`src/rtl/reg_bank_pkg.sv`:
```
// Shared constants for the register bank: stack-op encoding and default stack bounds.
package reg_bank_pkg;

  localparam logic [1:0] SP_NONE = 2'b00;
  localparam logic [1:0] SP_PUSH = 2'b01;
  localparam logic [1:0] SP_POP  = 2'b10;

  localparam logic [15:0] DEF_SP_TOP    = 16'h07FF;
  localparam logic [15:0] DEF_SP_BOTTOM = 16'h0700;

endpackage

```
`src/rtl/reg_bank_if.sv`:
```
// Register bank bus: two read ports, one write port and stack-pointer control/status.
interface reg_bank_if #(
  parameter int unsigned DATA_W = 16,
  parameter int unsigned ADDR_W = 5
);

  logic [ADDR_W-1:0] rd_addr_a;
  logic [ADDR_W-1:0] rd_addr_b;
  logic [DATA_W-1:0] rd_data_a;
  logic [DATA_W-1:0] rd_data_b;
  logic              wr_en;
  logic [ADDR_W-1:0] wr_addr;
  logic [DATA_W-1:0] wr_data;
  logic [1:0]        sp_op;
  logic [DATA_W-1:0] sp_value;
  logic [DATA_W-1:0] sp_depth;
  logic              sp_err;
  logic              sp_err_clr;

  modport master (
    output rd_addr_a, rd_addr_b, wr_en, wr_addr, wr_data, sp_op, sp_err_clr,
    input  rd_data_a, rd_data_b, sp_value, sp_depth, sp_err
  );

  modport slave (
    input  rd_addr_a, rd_addr_b, wr_en, wr_addr, wr_data, sp_op, sp_err_clr,
    output rd_data_a, rd_data_b, sp_value, sp_depth, sp_err
  );

endinterface

```
`src/rtl/reg_bank_sp_ctrl.sv`:
```
// Stack-pointer register with push/pop counting, equality bounds check and sticky error.
module sp_ctrl
  import reg_bank_pkg::*;
#(
  parameter int unsigned         DATA_W    = 16,
  parameter logic [DATA_W-1:0]   SP_TOP    = DEF_SP_TOP,
  parameter logic [DATA_W-1:0]   SP_BOTTOM = DEF_SP_BOTTOM
) (
  input  logic              clk,
  input  logic              reset_n,
  input  logic              wr_sp_i,
  input  logic [DATA_W-1:0] wr_data_i,
  input  logic [1:0]        sp_op_i,
  input  logic              sp_err_clr_i,
  output logic [DATA_W-1:0] sp_value_o,
  output logic [DATA_W-1:0] sp_depth_o,
  output logic              sp_err_o
);

  localparam logic [1:0] StHold = 2'd0;
  localparam logic [1:0] StDec  = 2'd1;
  localparam logic [1:0] StInc  = 2'd2;
  localparam logic [1:0] StLoad = 2'd3;

  localparam logic [DATA_W-1:0] One = {{(DATA_W-1){1'b0}}, 1'b1};

  logic [DATA_W-1:0] sp_q, sp_d;
  logic              err_q, err_d;
  logic [1:0]        act;
  logic              err_set;

  always_comb begin
    act     = StHold;
    err_set = 1'b0;
    if (wr_sp_i) begin
      act = StLoad;
    end else if (sp_op_i == SP_PUSH) begin
      if (sp_q == SP_BOTTOM) err_set = 1'b1;
      else                   act     = StDec;
    end else if (sp_op_i == SP_POP) begin
      if (sp_q == SP_TOP) err_set = 1'b1;
      else                act     = StInc;
    end
  end

  always_comb begin
    sp_d = sp_q;
    unique case (act)
      StLoad:  sp_d = wr_data_i;
      StDec:   sp_d = sp_q - One;
      StInc:   sp_d = sp_q + One;
      default: sp_d = sp_q;
    endcase
    // A new error outranks a same-cycle clear.
    err_d = err_set | (err_q & ~sp_err_clr_i);
  end

  always_ff @(posedge clk or negedge reset_n) begin
    if (!reset_n) begin
      sp_q  <= SP_TOP;
      err_q <= 1'b0;
    end else begin
      sp_q  <= sp_d;
      err_q <= err_d;
    end
  end

  assign sp_value_o = sp_q;
  assign sp_depth_o = SP_TOP - sp_q;
  assign sp_err_o   = err_q;

endmodule

```
`src/rtl/reg_bank.sv`:
```
// General-purpose register bank: zero register, two combinational read ports with optional
// write bypass, one write port, and a dedicated stack-pointer register.
module reg_bank
  import reg_bank_pkg::*;
#(
  parameter int unsigned       DATA_W    = 16,
  parameter int unsigned       ADDR_W    = 5,
  parameter int unsigned       NUM_REGS  = 16,
  parameter int unsigned       SP_IDX    = 12,
  parameter logic [DATA_W-1:0] SP_TOP    = DEF_SP_TOP,
  parameter logic [DATA_W-1:0] SP_BOTTOM = DEF_SP_BOTTOM,
  parameter bit                BYPASS    = 1'b1
) (
  input logic        clk,
  input logic        reset_n,
  reg_bank_if.slave  bus_io
);

  localparam int unsigned       IdxW     = (NUM_REGS > 1) ? $clog2(NUM_REGS) : 1;
  localparam logic [ADDR_W:0]   NumRegsA = NUM_REGS[ADDR_W:0];
  localparam logic [ADDR_W-1:0] SpIdxA   = SP_IDX[ADDR_W-1:0];

  logic [DATA_W-1:0] regs_q [NUM_REGS];
  logic [DATA_W-1:0] sp_value;
  logic              wr_valid;
  logic              wr_ok;
  logic [IdxW-1:0]   wr_idx;

  assign wr_valid = ({1'b0, bus_io.wr_addr} < NumRegsA) && (bus_io.wr_addr != '0);
  // SP lives in sp_ctrl, so the array slot at SP_IDX stays zero and unused.
  assign wr_ok    = bus_io.wr_en && wr_valid && (bus_io.wr_addr != SpIdxA);
  assign wr_idx   = bus_io.wr_addr[IdxW-1:0];

  always_ff @(posedge clk or negedge reset_n) begin
    if (!reset_n) begin
      for (int i = 0; i < int'(NUM_REGS); i++) regs_q[i] <= '0;
    end else if (wr_ok) begin
      regs_q[wr_idx] <= bus_io.wr_data;
    end
  end

  sp_ctrl #(
    .DATA_W    (DATA_W),
    .SP_TOP    (SP_TOP),
    .SP_BOTTOM (SP_BOTTOM)
  ) u_sp_ctrl (
    .clk          (clk),
    .reset_n      (reset_n),
    .wr_sp_i      (bus_io.wr_en && (bus_io.wr_addr == SpIdxA)),
    .wr_data_i    (bus_io.wr_data),
    .sp_op_i      (bus_io.sp_op),
    .sp_err_clr_i (bus_io.sp_err_clr),
    .sp_value_o   (sp_value),
    .sp_depth_o   (bus_io.sp_depth),
    .sp_err_o     (bus_io.sp_err)
  );

  assign bus_io.sp_value = sp_value;

  logic [ADDR_W-1:0] rd_addr [2];
  logic [DATA_W-1:0] rd_data [2];

  assign rd_addr[0]       = bus_io.rd_addr_a;
  assign rd_addr[1]       = bus_io.rd_addr_b;
  assign bus_io.rd_data_a = rd_data[0];
  assign bus_io.rd_data_b = rd_data[1];

  for (genvar p = 0; p < 2; p++) begin : g_rd
    logic rd_valid;
    assign rd_valid = ({1'b0, rd_addr[p]} < NumRegsA) && (rd_addr[p] != '0);

    always_comb begin
      rd_data[p] = '0;
      if (BYPASS && bus_io.wr_en && wr_valid && (bus_io.wr_addr == rd_addr[p])) begin
        rd_data[p] = bus_io.wr_data;
      end else if (rd_valid) begin
        if (rd_addr[p] == SpIdxA) rd_data[p] = sp_value;
        else                      rd_data[p] = regs_q[rd_addr[p][IdxW-1:0]];
      end
    end
  end

endmodule
```
`src/flat_wrapper.sv`:
```
// flat-port wrapper written by rule: the top's interface ports become plain ports
module reg_bank_flat import reg_bank_pkg::*;
#(
  parameter int unsigned       DATA_W    = 16,
  parameter int unsigned       ADDR_W    = 5,
  parameter int unsigned       NUM_REGS  = 16,
  parameter int unsigned       SP_IDX    = 12,
  parameter logic [DATA_W-1:0] SP_TOP    = DEF_SP_TOP,
  parameter logic [DATA_W-1:0] SP_BOTTOM = DEF_SP_BOTTOM,
  parameter bit                BYPASS    = 1'b1
)
  (clk, reset_n, bus_io_rd_addr_a, bus_io_rd_addr_b, bus_io_wr_en, bus_io_wr_addr, bus_io_wr_data, bus_io_sp_op, bus_io_sp_err_clr, bus_io_rd_data_a, bus_io_rd_data_b, bus_io_sp_value, bus_io_sp_depth, bus_io_sp_err);
  reg_bank_if #(.DATA_W(DATA_W), .ADDR_W(ADDR_W)) bus_io_i ();
  input logic clk;
  input logic reset_n;
  input wire logic [$bits(bus_io_i.rd_addr_a)-1:0] bus_io_rd_addr_a;
  input wire logic [$bits(bus_io_i.rd_addr_b)-1:0] bus_io_rd_addr_b;
  input wire logic [$bits(bus_io_i.wr_en)-1:0] bus_io_wr_en;
  input wire logic [$bits(bus_io_i.wr_addr)-1:0] bus_io_wr_addr;
  input wire logic [$bits(bus_io_i.wr_data)-1:0] bus_io_wr_data;
  input wire logic [$bits(bus_io_i.sp_op)-1:0] bus_io_sp_op;
  input wire logic [$bits(bus_io_i.sp_err_clr)-1:0] bus_io_sp_err_clr;
  output wire logic [$bits(bus_io_i.rd_data_a)-1:0] bus_io_rd_data_a;
  output wire logic [$bits(bus_io_i.rd_data_b)-1:0] bus_io_rd_data_b;
  output wire logic [$bits(bus_io_i.sp_value)-1:0] bus_io_sp_value;
  output wire logic [$bits(bus_io_i.sp_depth)-1:0] bus_io_sp_depth;
  output wire logic [$bits(bus_io_i.sp_err)-1:0] bus_io_sp_err;
  assign bus_io_i.rd_addr_a = bus_io_rd_addr_a;
  assign bus_io_i.rd_addr_b = bus_io_rd_addr_b;
  assign bus_io_i.wr_en = bus_io_wr_en;
  assign bus_io_i.wr_addr = bus_io_wr_addr;
  assign bus_io_i.wr_data = bus_io_wr_data;
  assign bus_io_i.sp_op = bus_io_sp_op;
  assign bus_io_i.sp_err_clr = bus_io_sp_err_clr;
  assign bus_io_rd_data_a = bus_io_i.rd_data_a;
  assign bus_io_rd_data_b = bus_io_i.rd_data_b;
  assign bus_io_sp_value = bus_io_i.sp_value;
  assign bus_io_sp_depth = bus_io_i.sp_depth;
  assign bus_io_sp_err = bus_io_i.sp_err;
  reg_bank #(.DATA_W(DATA_W), .ADDR_W(ADDR_W), .NUM_REGS(NUM_REGS), .SP_IDX(SP_IDX), .SP_TOP(SP_TOP), .SP_BOTTOM(SP_BOTTOM), .BYPASS(BYPASS)) u_core (.clk(clk), .reset_n(reset_n), .bus_io(bus_io_i));
endmodule
```
`config.mk`:
```
export PLATFORM = sky130hd
export DESIGN_NAME = reg_bank_flat
export DESIGN_NICKNAME = d
export VERILOG_FILES = /design/src/rtl/reg_bank_pkg.sv /design/src/rtl/reg_bank_if.sv /design/src/rtl/reg_bank_sp_ctrl.sv /design/src/rtl/reg_bank.sv /design/src/flat_wrapper.sv
export SDC_FILE = /design/constraint.sdc
export NUM_CORES = 1
export LEC_CHECK = 0
export CORE_MARGIN = 2
export CORE_UTILIZATION = 60
export DETAILED_ROUTE_END_ITERATION = 6
export HOLD_SLACK_MARGIN = 0.03
export PLACE_DENSITY = 0.77
export SYNTH_ARGS = -nofsm -noshare
export SYNTH_HDL_FRONTEND = slang
export SYNTH_SLANG_ARGS = --single-unit
```
`constraint.sdc`:
```
create_clock -name clk -period 4.4 [get_ports clk]
set_input_delay 0.88 -clock clk [delete_from_list [all_inputs] [get_ports clk]]
set_output_delay 0.88 -clock clk [all_outputs]
set_load 0.005 [all_outputs]
```
After elaboration in Yosys (flattened, before gate mapping)
Index checks and enable logic that the tools add are counted.
{"block": "word_totals", "reg_bits": 273, "in_bits": 37, "out_inout_bits": 65, "word_cells": 86}
{"block": "op_classes", "n_addsub": 3, "n_lt_le_gt_ge": 7, "n_eq_ne": 13, "n_mux": 26, "bitwise": 6, "reduce_logical": 13}
{"op": "256-bit bitwise mux", "count": 1}
{"op": "16-bit 2-to-1 mux", "count": 11}
{"op": "16-bit binary-select mux with 4-bit select", "count": 2}
{"op": "16-bit demux with 4-bit select", "count": 1}
{"op": "16-bit case mux with 3 select lines", "count": 1}
{"op": "16-bit by 11-bit == test with 1-bit output, second input constant", "count": 2}
{"op": "16-bit by 1-bit adder with 16-bit output, second input constant", "count": 1}
{"op": "11-bit by 16-bit subtractor with 16-bit output, first input constant", "count": 1}
{"op": "16-bit by 1-bit subtractor with 16-bit output, second input constant", "count": 1}
{"op": "5-bit by 4-bit == test with 1-bit output, second input constant", "count": 3}
{"op": "5-bit >= comparator, second input constant", "count": 3}
{"op": "5-bit < comparator, second input constant", "count": 3}
{"op": "4-bit NOT with 5-bit output", "count": 3}
{"op": "5-bit nonzero test", "count": 3}
{"op": "5-bit == test", "count": 2}
{"op": "1-bit logical AND", "count": 9}
{"op": "2-bit 2-to-1 mux", "count": 4}
{"op": "2-bit == test, second input constant", "count": 3}
{"op": "1-bit 2-to-1 mux", "count": 6}
{"op": "5-bit by 1-bit < comparator with 1-bit output, second input constant", "count": 1}
{"op": "5-bit by 4-bit != test with 1-bit output, second input constant", "count": 1}
{"op": "2-bit by 1-bit == test with 1-bit output, second input constant", "count": 2}
{"op": "3-bit nonzero test", "count": 1}
{"op": "1-bit bitwise AND", "count": 1}
{"op": "other kinds (2)", "count": 2}

Logic depth before layout (Yosys ltp)
Gate-level depths: netlist (run 1).
{"block": "depth", "depth_word": 7, "depth_mapped": 16}

Modules after synthesis
A second synthesis (run 1) with hierarchy kept.
{"block": "unflattened", "hier_cells": 1343, "hier_area_um2": 16168.0}
{"mod": "reg_bank", "instances": 1, "cells_each": 1119, "area_each_um2": 14330.0}
{"mod": "sp_ctrl", "instances": 1, "cells_each": 224, "area_each_um2": 1838.0}

Worst setup path after synthesis (run 1)
OpenSTA, ideal clock, no wires.
{"block": "synth_timing", "kind": "in2reg", "from": "input port bus_io_wr_addr[1]", "to": "register u_core.u_sp_ctrl.sp_q[12] (netlist: u_core.u_sp_ctrl.sp_value_o[12])", "setup_time_ns": 0.094, "arrival_time_ns": 3.876, "t_required_ns": 4.306, "path_slack_ns": 0.430, "cell_stages": 14, "path_buffers": 1, "path_cell_list": "buf_2 nor2_1 nand4_1 nand2_1 inv_1 ha_1 inv_1 ha_1 nor2b_1 o31a_1 o311a_1 o41ai_1 mux2_1 a211oi_1"}
{"block": "synth_via", "elab_chain_cells": 5, "word_cells_on_any_way": 8, "cone_classes": "eq/ne (4); mux (2); reduce/logical (2)"}
{"element": "start, declared", "line": "flat_wrapper.sv:19", "rtl": "input wire logic [$bits(bus_io_i.wr_addr)-1:0] bus_io_wr_addr;"}
{"element": "5-bit by 4-bit == test with 1-bit output (*)", "line": "reg_bank.sv:49", "rtl": ".wr_sp_i (bus_io.wr_en && (bus_io.wr_addr == SpIdxA)),"}
{"element": "1-bit logical AND (*)", "line": "reg_bank.sv:49"}
{"element": "2-bit 2-to-1 mux (*)", "line": "reg_bank_sp_ctrl.sv:35", "rtl": "if (wr_sp_i) begin"}
{"element": "2-bit == test / 2-bit by 1-bit == test with 1-bit output (equally long branches)", "line": "reg_bank_sp_ctrl.sv:48", "rtl": "unique case (act)"}
{"element": "16-bit case mux with 3 select lines / 3-bit nonzero test (equally long branches)"}
{"element": "end signal, assigned", "line": "reg_bank_sp_ctrl.sv:63", "rtl": "sp_q <= sp_d;"}
{"element": "end, declared", "line": "reg_bank_sp_ctrl.sv:27", "rtl": "logic [DATA_W-1:0] sp_q, sp_d;"}
Every way passes the cells marked *; elsewhere a longest branch is shown, timed or not.
A chain may end at the register's enable or synchronous reset.

Worst setup path in the final report (run 1)
{"block": "layout_timing", "from": "input port bus_io_wr_addr[0]", "to": "output port bus_io_rd_data_b[13]"}
{"block": "layout_via", "elab_chain_cells": 5, "word_cells_on_any_way": 7, "cone_classes": "order compare (1); eq/ne (1); mux (1); reduce/logical (4)"}
{"element": "5-bit < comparator / 5-bit nonzero test (equally long branches)", "line": "reg_bank.sv:29", "rtl": "assign wr_valid = ({1'b0, bus_io.wr_addr} < NumRegsA) && (bus_io.wr_addr != '0);"}
{"element": "1-bit logical AND", "line": "reg_bank.sv:29"}
{"element": "1-bit logical AND", "line": "reg_bank.sv:74", "rtl": "if (BYPASS && bus_io.wr_en && wr_valid && (bus_io.wr_addr == rd_addr[p])) begin"}
{"element": "1-bit logical AND (*)", "line": "reg_bank.sv:74"}
{"element": "16-bit 2-to-1 mux (*)", "line": "reg_bank.sv:74"}
{"element": "end, declared", "line": "flat_wrapper.sv:24", "rtl": "output wire logic [$bits(bus_io_i.rd_data_b)-1:0] bus_io_rd_data_b;"}
Marked as above.

==> impl_metrics.tcl, run 1 <==
set metrics [dict create \
    htreeDepth 1 \
    synth_area_per_cell_um2 14.0 \
    final-seq-area_mm2 0.00685 \
    route.vias.total 10835 \
    cts_buffer_depth 3 \
    ir_drop_v 0.000355 \
    start_kind "input port" \
    finalHoldViolCount 0 \
    synthCells 1124 \
    final_max_slew_viol_count 0 \
    drt_pass1_iterations 5 \
    period_share_pct 97.1 \
    synth-edff-count 0 \
    path_clk_slew_ns 0.05 \
    gp_congestion 0.952 \
    cts_root_buffer "clkbuf_16" \
    seq_area_frac_synth_pct 43.6 \
    fp.dieH_um 166 \
    dp_cells 1525 \
    synth_nets 1180 \
    antenna_found_initial 0 \
    cp_max_fo 11 \
    detail-route-antenna-nets 0 \
    clkLatencyLatePin_ns 0.55 \
    ioPinCount 102 \
    drt_iter0_drc 1041 \
    fmax_ghz 0.234 \
    layout.nets 1278 \
    ys_warn_count 0 \
    synth_top_area_share_pct 41.8 \
    drcViolationCount 0 \
    min_period_ns 4.27 \
    grt_use_total_pct 32.0 \
    via_per_inst 6.88 \
    numClockSinks 273 \
    grt_pass1_wl_mm 66.9 \
    status "finished, final reports clean" \
    numCtsBuffers 30 \
    hp-class "input port to async pin" \
    synth_cell_types 58 \
    critPathKind "input port to output pin" \
    p_leak_nw 7.83 \
    synth-seq-cells 273 \
    dp_hpwl_mm 28.7 \
    skew_ns 0.00764 \
    worstPathArrival_ns 3.39 \
    antennaDiodeCount 0 \
    power_density_mw_per_mm2 444 \
    ctsHoldBuffers 0 \
    wl_mm 43.3 \
    setup_violations 0 \
    multiInputGateArea_mm2 0.00825 \
    slew_headroom_pct 47.2 \
    die_area_mm2 0.0275 \
    drive_gt1_share_pct 43.5 \
    synth_ff_type "dfrtp_1" \
    cap_viol_max_count 0 \
    synth_top_cell_by_area "dfrtp_1" \
    grt-ovfl-total 0 \
    coreArea_mm2 0.0258 \
    fin_setup_tns_ns 0 \
    chipWidth_um 166 \
    io_buffers 101 \
    grt_pass1_vias 11216 \
    fill_cells 1748 \
    crit_required_ns 3.52 \
    layout_common_cells "dfrtp_1 (262), mux2_2 (225), mux4_2 (160)" \
    tightestPinTransition_ns 0.793 \
    tritoncts "yes" \
    endpoint_kind "output pin" \
    synth_area_leaders "dfrtp_1 (42%), mux4_2 (23%), mux2_2 (16%)" \
    post_cts_resized 0 \
    synth_area_mm2 0.0157 \
    async_reset_ff_share_pct 100 \
    final_cells 1575 \
    wl_per_cell_um 27.5 \
    area_delta_synth_final_pct 17.3 \
    start_util_pct 60.7 \
    final_common_cell "dfrtp_1" \
    post_cts_buffers 0 \
    grt_max_degree 95 \
    fp-row-count 59 \
    rsz0062_at_grt "false" \
]
==> where the power goes <==
part | internal [mW] | switching, mW
Combinational | 1.45 | 1.01
Clock | 1.34 | 0.982
Sequential | 2.99 | 0.394
Total | 5.78 | 2.38
==> registers in the layout, summed over array words and instances, names as in the netlist <==
signal                       count
u_core.u_sp_ctrl.sp_value_o     16
u_core.u_sp_ctrl.sp_err_o        1
u_core.regs_q                  256
==> critical path: stages <==
cell,delay (ns)
clkdlybuf4s50_1,0.41
buf_4,0.16
or3_1,0.42
a211oi_4,0.32
a211o_2,0.22
buf_12,0.18
nor2b_1,0.06
a221o_1,0.28
clkdlybuf4s50_1,0.45
==> metal layers <==
layer	routed length [um]	global-route usage (%)
met1	17500	45.6
met2	20100	49.1
met3	4610	9.03
met4	1140	9.26
met5	0	0
==> stage by stage <==
step	worst slack (ns)	utilization, %	cell area (um2)	total power, mW	hold WS [ns]
2_1_floorplan	0.430	-	15700	4.84	0.433
3_3_place_gp	0.0833	67.8	17500	5.75	0.371
3_5_place_dp	-0.114	67.8	17500	5.84	0.381
4_1_cts	0.134	71.2	18400	8.17	0.394
5_1_grt	0.0303	71.2	18400	8.54	0.410
6_report	0.128	71.2	18400	8.16	0.367
==> cells in the mapped netlist, drive strengths merged, types with 3 or more instances <==
library cell / n
a211oi: 11
a21oi: 31
a221o: 15
a22o: 6
buf: 40
clkbuf: 81
dfrtp: 262
dfstp: 11
ha: 18
inv: 21
mux2: 226
mux4: 160
nand2: 45
nand2b: 9
nand3: 7
nand3b: 3
nand4: 6
nor2: 39
nor2b: 25
nor3: 14
nor3b: 4
nor4: 6
o21a: 6
o21ai: 24
o221ai: 3
o22ai: 3
o31a: 3
o31ai: 4
or3: 4
xnor2: 11
xor2: 4
==> layout make-up <==
type | instances | share of cell area (%)
clock inverters | 6 | 0.184
repair buffers | 187 | 10.4
multi-input cells | 708 | 44.8
inverters | 22 | 0.449
flip-flops and latches | 273 | 37.2
clock buffers | 44 | 4.70
well taps | 335 | 2.28
==> worst paths after layout <==
kind                                                 startpoint                               to  slack (ns)  depth (start not counted)
worst max-delay path                          bus_io_wr_addr[0]             bus_io_rd_data_b[13]        0.13                          9
worst min-delay path                                    reset_n                u_core.regs_q[84]        0.37                          1
worst max register to register  u_core.u_sp_ctrl.sp_value_o[10]  u_core.u_sp_ctrl.sp_value_o[12]        0.33                         14
min in group clk                              u_core.regs_q[52]                u_core.regs_q[52]        0.39                          0
max in group asynchronous                               reset_n               u_core.regs_q[141]        3.06                          2
worst min register to register                u_core.regs_q[52]                u_core.regs_q[52]        0.39                          0
==> kinds of logic (layout without fill, tap and decap cells) <==
logic type	count (synthesis)	count (layout)	synth area share [%]
buffers and inverters	143	259	3.99
AND/OR/NAND/NOR	167	167	5.34
AO/OA/AOI/OAI	121	121	5.45
adder cells (fa/ha/maj)	19	19	1.56
XOR/XNOR	15	15	0.837
multiplexers	386	386	39.2
flip-flops	273	273	43.6
(Power assumes the default switching activity.)
==> run 2, diff against run 1 <==
- CTS_BUF_LIST: not set -> sky130_fd_sc_hd__clkbuf_8
- GPL_TIMING_DRIVEN: not set -> 0
==> run 2 against run 1 <==
Effect of this change: sequential share of layout area decreased by 0.32 points; worst setup slack worse by 0.097 ns; clock power is 8% higher; first-iteration DRC count increased by 47%; non-clock buffer count is 41 higher; critical path type unchanged; largest power group unchanged.
==> impl_metrics.tcl, run 2 (synthesis results as in run 1) <==
set metrics [dict create \
    hp-class "input port to async pin" \
    worstPathArrival_ns 3.49 \
    regToRegStartpoint "u_core.u_sp_ctrl.sp_value_o[10]" \
    design_area_mm2 0.0186 \
    post-route-util_pct 71.9 \
    p_seq_share_pct 41.2 \
    fin_setup_tns_ns 0 \
    slew_headroom_pct 23.9 \
    swShare_pct 30.4 \
    cp-startpoint "bus_io_rd_addr_b[2]" \
    p_comb_share_pct 28.8 \
    p_leak_nw 7.93 \
    coreArea_mm2 0.0258 \
    largest_reg_flops 256 \
    cp_max_fo 10 \
    period_share_pct 99.3 \
    ir_drop_v 0.000324 \
    path_clk_slew_ns 0.05 \
    antenna_found_initial 0 \
    die_area_mm2 0.0275 \
    clkPwrFrac_pct 30.1 \
    fp.dieH_um 166 \
    numCtsBuffers 48 \
    dp_hpwl_mm 33.0 \
    endpoint_kind "output pin" \
    wl_per_cell_um 30.2 \
    grt_use_total_pct 36.5 \
    skew_ns 0.00955 \
    endpoint "bus_io_rd_data_b[5]" \
    ff2ff_setup_slack_ns 0.26 \
    tritoncts "yes" \
    min_period_ns 4.37 \
    switchingPower_mw 2.54 \
    layout.nets 1337 \
    intPower_mw 5.80 \
    setup_violations 0 \
    power_density_mw_per_mm2 449 \
    start_kind "input port" \
    route.vias.total 11735 \
    drt_pass1_iterations 6 \
    gp_congestion 0.940 \
    ioPinCount 102 \
    drt_iter0_drc 1529 \
    tightestPinTransition_ns 1.14 \
    reg2reg_depth 14 \
    clkLatencyLatePin_ns 0.57 \
    antennaDiodeCount 0 \
    final_max_slew_viol_count 0 \
    area_delta_synth_final_pct 18.3 \
    htreeDepth 2 \
    setup_slack_ns 0.0305 \
    dpl_cell_area_mm2 0.0171 \
    cap_viol_max_count 0 \
    cts_buffer_depth 3 \
    crit_required_ns 3.52 \
    grt_pass1_wl_mm 74.2 \
    wl_mm 49.9 \
    final_common_cell "dfrtp_1" \
    drcViolationCount 0 \
    fmax_ghz 0.229 \
    layout_common_cells "dfrtp_1 (262), mux2_2 (225), mux4_2 (160)" \
    ctsHoldBuffers 0 \
    regMostFlops "u_core.regs_q" \
    chipWidth_um 166 \
    r2r-end "u_core.u_sp_ctrl.sp_value_o[12]" \
    rsz0062_at_grt "false" \
    place_ws_ns -1.13 \
    grt-ovfl-total 0 \
    numClockSinks 273 \
    io_buffers 95 \
    start_util_pct 60.7 \
    grt_pass1_vias 11963 \
    grt_max_degree 100 \
    drive_gt1_share_pct 41.6 \
    cts_root_buffer "clkbuf_8" \
    critPathKind "input port to output pin" \
    finalHoldViolCount 0 \
    p_total_mw 8.34 \
    fp-row-count 59 \
    status "finished, final reports clean" \
    detail-route-antenna-nets 0 \
    via_per_inst 7.10 \
]
## run 2: cell count changes in the layout (fill, tap and decap cells not counted), moves of 4 or more
cell and change:
buf_12 -17, buf_2 +6, buf_4 -49, buf_6 +14, buf_8 +4, clkbuf_1 +59, clkbuf_16 -28, clkbuf_2 +5
clkbuf_4 +4, clkbuf_8 +62, clkdlybuf4s50_1 -7, dlygate4sd2_1 +4, inv_1 +15
## run 2: power by group through the flow
| stage | sequential, mW | clock, mW | combinational (mW) |
|---|---|---|---|
| after floorplan | 3.28 | 0 | 1.55 |
| after global placement | 3.41 | 0 | 2.28 |
| after detailed placement | 3.45 | 0 | 2.32 |
| after CTS | 3.41 | 2.51 | 2.36 |
| after global routing | 3.48 | 2.64 | 2.55 |
| final | 3.43 | 2.51 | 2.40 |
## run 2: cell type report
cell class                      instances  area, um2
Timing Repair Buffer                  109       1100
Inverter                               22       86.3
Multi-Input combinational cell        708       8280
Fill cell                            1748       7270
Sequential cell                       273       6850
Clock inverter                         22        144
Clock buffer                           65        895
Buffer                                119        790
Tap cell                              335        419
## run 2: layer usage
layer / vias to the layer above / wire length [um] / GRT usage, %
met2: 847 / 22900 / 55.7
met5: - / 34 / 0.870
met3: 216 / 5750 / 10.0
li1: 4630 / - / -
met1: 6040 / 18600 / 49.0
met4: 2 / 2660 / 17.8
## run 2: how the worst min path moves through the flow
stage	to	from	depth (start not counted)
after floorplan	u_core.regs_q[62]	u_core.regs_q[62]	1
after global placement	u_core.regs_q[62]	u_core.regs_q[62]	1
after detailed placement	u_core.regs_q[62]	u_core.regs_q[62]	1
after CTS	u_core.regs_q[4]	reset_n	1
after global routing	u_core.regs_q[164]	reset_n	1
final	u_core.regs_q[4]	reset_n	1
## run 2: critical path, cell delays in order
cell	delay [ns]
clkdlybuf4s50_1	0.57
xnor2_1	0.15
nand4_1	0.21
a211oi_4	0.27
buf_6	0.18
a211o_4	0.19
buf_8	0.19
nor2b_1	0.07
a221o_1	0.32
clkdlybuf4s50_1	0.47
## run 2: metrics by stage
stage / instances / hold slack, ns
5_1_grt: 1653 / 0.337
4_1_cts: 1650 / 0.305
2_1_floorplan: 1124 / 0.433
3_3_place_gp: 1554 / 0.449
3_5_place_dp: 1556 / 0.464
6_report: 1653 / 0.276
## run 2: repair_timing
action                                  4_1_cts  5_1_grt
buffers inserted                              9        3
resized for setup                            98       19
endpoints found under the setup margin       40       29
pin swaps                                     3        3
==> run 3, diff against run 2 <==
- SLEW_MARGIN: not set -> 25
==> run 3 against run 2 <==
Effect of this change: clock power fell by 12%; highest routed layer is now met4; routed wire length fell by 1.4%; critical endpoint unchanged; combinational power barely moved.
==> impl_metrics.tcl, run 3 (synthesis results as in run 1) <==
set metrics [dict create \
    status "finished, final reports clean" \
    area_delta_synth_final_pct 17.7 \
    start_kind "input port" \
    layout.nets 1335 \
    r2r-end "u_core.u_sp_ctrl.sp_value_o[15]" \
    place_ws_ns -1.17 \
    chipWidth_um 166 \
    reg2reg_depth 15 \
    ir_drop_v 0.000279 \
    endpoint_kind "output pin" \
    clkLatencyLatePin_ns 0.58 \
    wl_per_cell_um 29.8 \
    endpoint "bus_io_rd_data_b[5]" \
    period_share_pct 99.6 \
    wl_mm 49.2 \
    cts_buffer_depth 3 \
    numCtsBuffers 47 \
    cap_viol_max_count 0 \
    worstPathArrival_ns 3.50 \
    cts_root_buffer "clkbuf_8" \
    grt-ovfl-total 0 \
    hp-class "input port to async pin" \
    die_area_mm2 0.0275 \
    ctsHoldBuffers 0 \
    start_util_pct 60.7 \
    power_density_mw_per_mm2 435 \
    dpl_cell_area_mm2 0.0172 \
    skew_ns 0.0252 \
    design_area_mm2 0.0185 \
    cp-startpoint "bus_io_wr_en" \
    fill_cells 1767 \
    wl_met2_mm 22.6 \
    fp.dieH_um 166 \
    via_per_inst 7.01 \
    cp_max_fo 10 \
    wl_met1_mm 18.4 \
    numClockSinks 273 \
    setup_violations 0 \
    crit_required_ns 3.52 \
    htreeDepth 2 \
    post-route-util_pct 71.5 \
    dp_hpwl_mm 33.2 \
    grt_max_degree 90 \
    final_max_slew_viol_count 0 \
    tritoncts "yes" \
    coreArea_mm2 0.0258 \
    drive_gt1_share_pct 40.8 \
    ioPinCount 102 \
    fmax_ghz 0.228 \
    min_period_ns 4.38 \
    io_buffers 95 \
    fp-row-count 59 \
    p_leak_nw 7.88 \
    wl_met3_mm 5.93 \
    antenna_found_initial 1 \
    grt_pass1_wl_mm 73.6 \
    drcViolationCount 0 \
    ff2ff_setup_slack_ns 0.31 \
    drt_iter0_drc 1516 \
    drt_pass1_iterations 5 \
    regMostFlops "u_core.regs_q" \
    largest_reg_flops 256 \
    layout_common_cells "dfrtp_1 (262), mux2_2 (225), mux4_2 (160)" \
    final_common_cell "dfrtp_1" \
    top_layer_used "met4" \
    slew_headroom_pct 25.3 \
    rsz0062_at_grt "false" \
    critPathKind "input port to output pin" \
    gp_congestion 0.940 \
    grt_use_total_pct 36.2 \
    path_clk_slew_ns 0.05 \
    tightestPinTransition_ns 1.12 \
    detail-route-antenna-nets 0 \
    finalHoldViolCount 0 \
    route.vias.total 11586 \
    regToRegStartpoint "u_core.u_sp_ctrl.sp_value_o[10]" \
    setup_slack_ns 0.0155 \
    grt_pass1_vias 11814 \
]
run 3: critical path, stage by stage:
cell and delay, ns:
clkdlybuf4s50_1 0.48, nor2b_4 0.25, nand4_1 0.20, a211oi_4 0.25, buf_4 0.20, a211o_4 0.19
buf_6 0.20, nor2b_1 0.07, a221o_1 0.32, clkdlybuf4s50_1 0.46
run 3: worst min path at each step:
stage,depth (start not counted),start,slack (ns),end
2_1_floorplan,1,u_core.regs_q[62],0.43,u_core.regs_q[62]
3_3_place_gp,1,u_core.regs_q[62],0.45,u_core.regs_q[62]
3_5_place_dp,1,u_core.regs_q[62],0.46,u_core.regs_q[62]
4_1_cts,1,reset_n,0.22,u_core.regs_q[36]
5_1_grt,1,reset_n,0.23,u_core.regs_q[20]
6_report,1,reset_n,0.21,u_core.regs_q[36]
run 3: layout make-up:
class / instances / area (um2) / share of cell area [%]
inverters: 22 / 86.3 / 0.468
diodes: 1 / 2.50 / 0.0136
repair buffers: 109 / 1120 / 6.05
plain buffers: 118 / 803 / 4.35
flip-flops and latches: 273 / 6850 / 37.1
clock buffers: 56 / 771 / 4.17
well taps: 335 / 419 / 2.27
multi-input cells: 708 / 8290 / 44.9
clock inverters: 31 / 131 / 0.712
run 3: power breakdown:
part | leakage [nW] | switching, mW | internal [mW]
clock | 0.547 | 1.05 | 1.15
sequential | 3.50 | 0.438 | 2.99
combinational | 3.84 | 1.02 | 1.39
run 3: per-layer routing:
| metal | vias to the layer above | GRT usage [%] |
|---|---|---|
| li1 | 4644 | - |
| met1 | 5891 | 49.3 |
| met2 | 871 | 55.0 |
| met3 | 180 | 9.94 |
| met4 | 0 | 17.1 |
| met5 | - | 0.522 |
run 3: what timing repair did:
action | in CTS | in global routing
endpoints found under the setup margin | 40 | 29
pin swaps | 3 | 1
buffers inserted | 10 | 1
cloned | 0 | 0
gates resized for setup | 101 | 16
run 3: metrics by stage:
step	hold slack, ns	TNS [ns]	power (mW)	instances
6_report	0.208	0	8.04	1653
5_1_grt	0.230	0	8.38	1652
4_1_cts	0.215	0	7.99	1652
3_5_place_dp	0.464	-36.54	5.78	1557
3_3_place_gp	0.449	-2528.72	5.68	1554
2_1_floorplan	0.433	0	4.84	1124
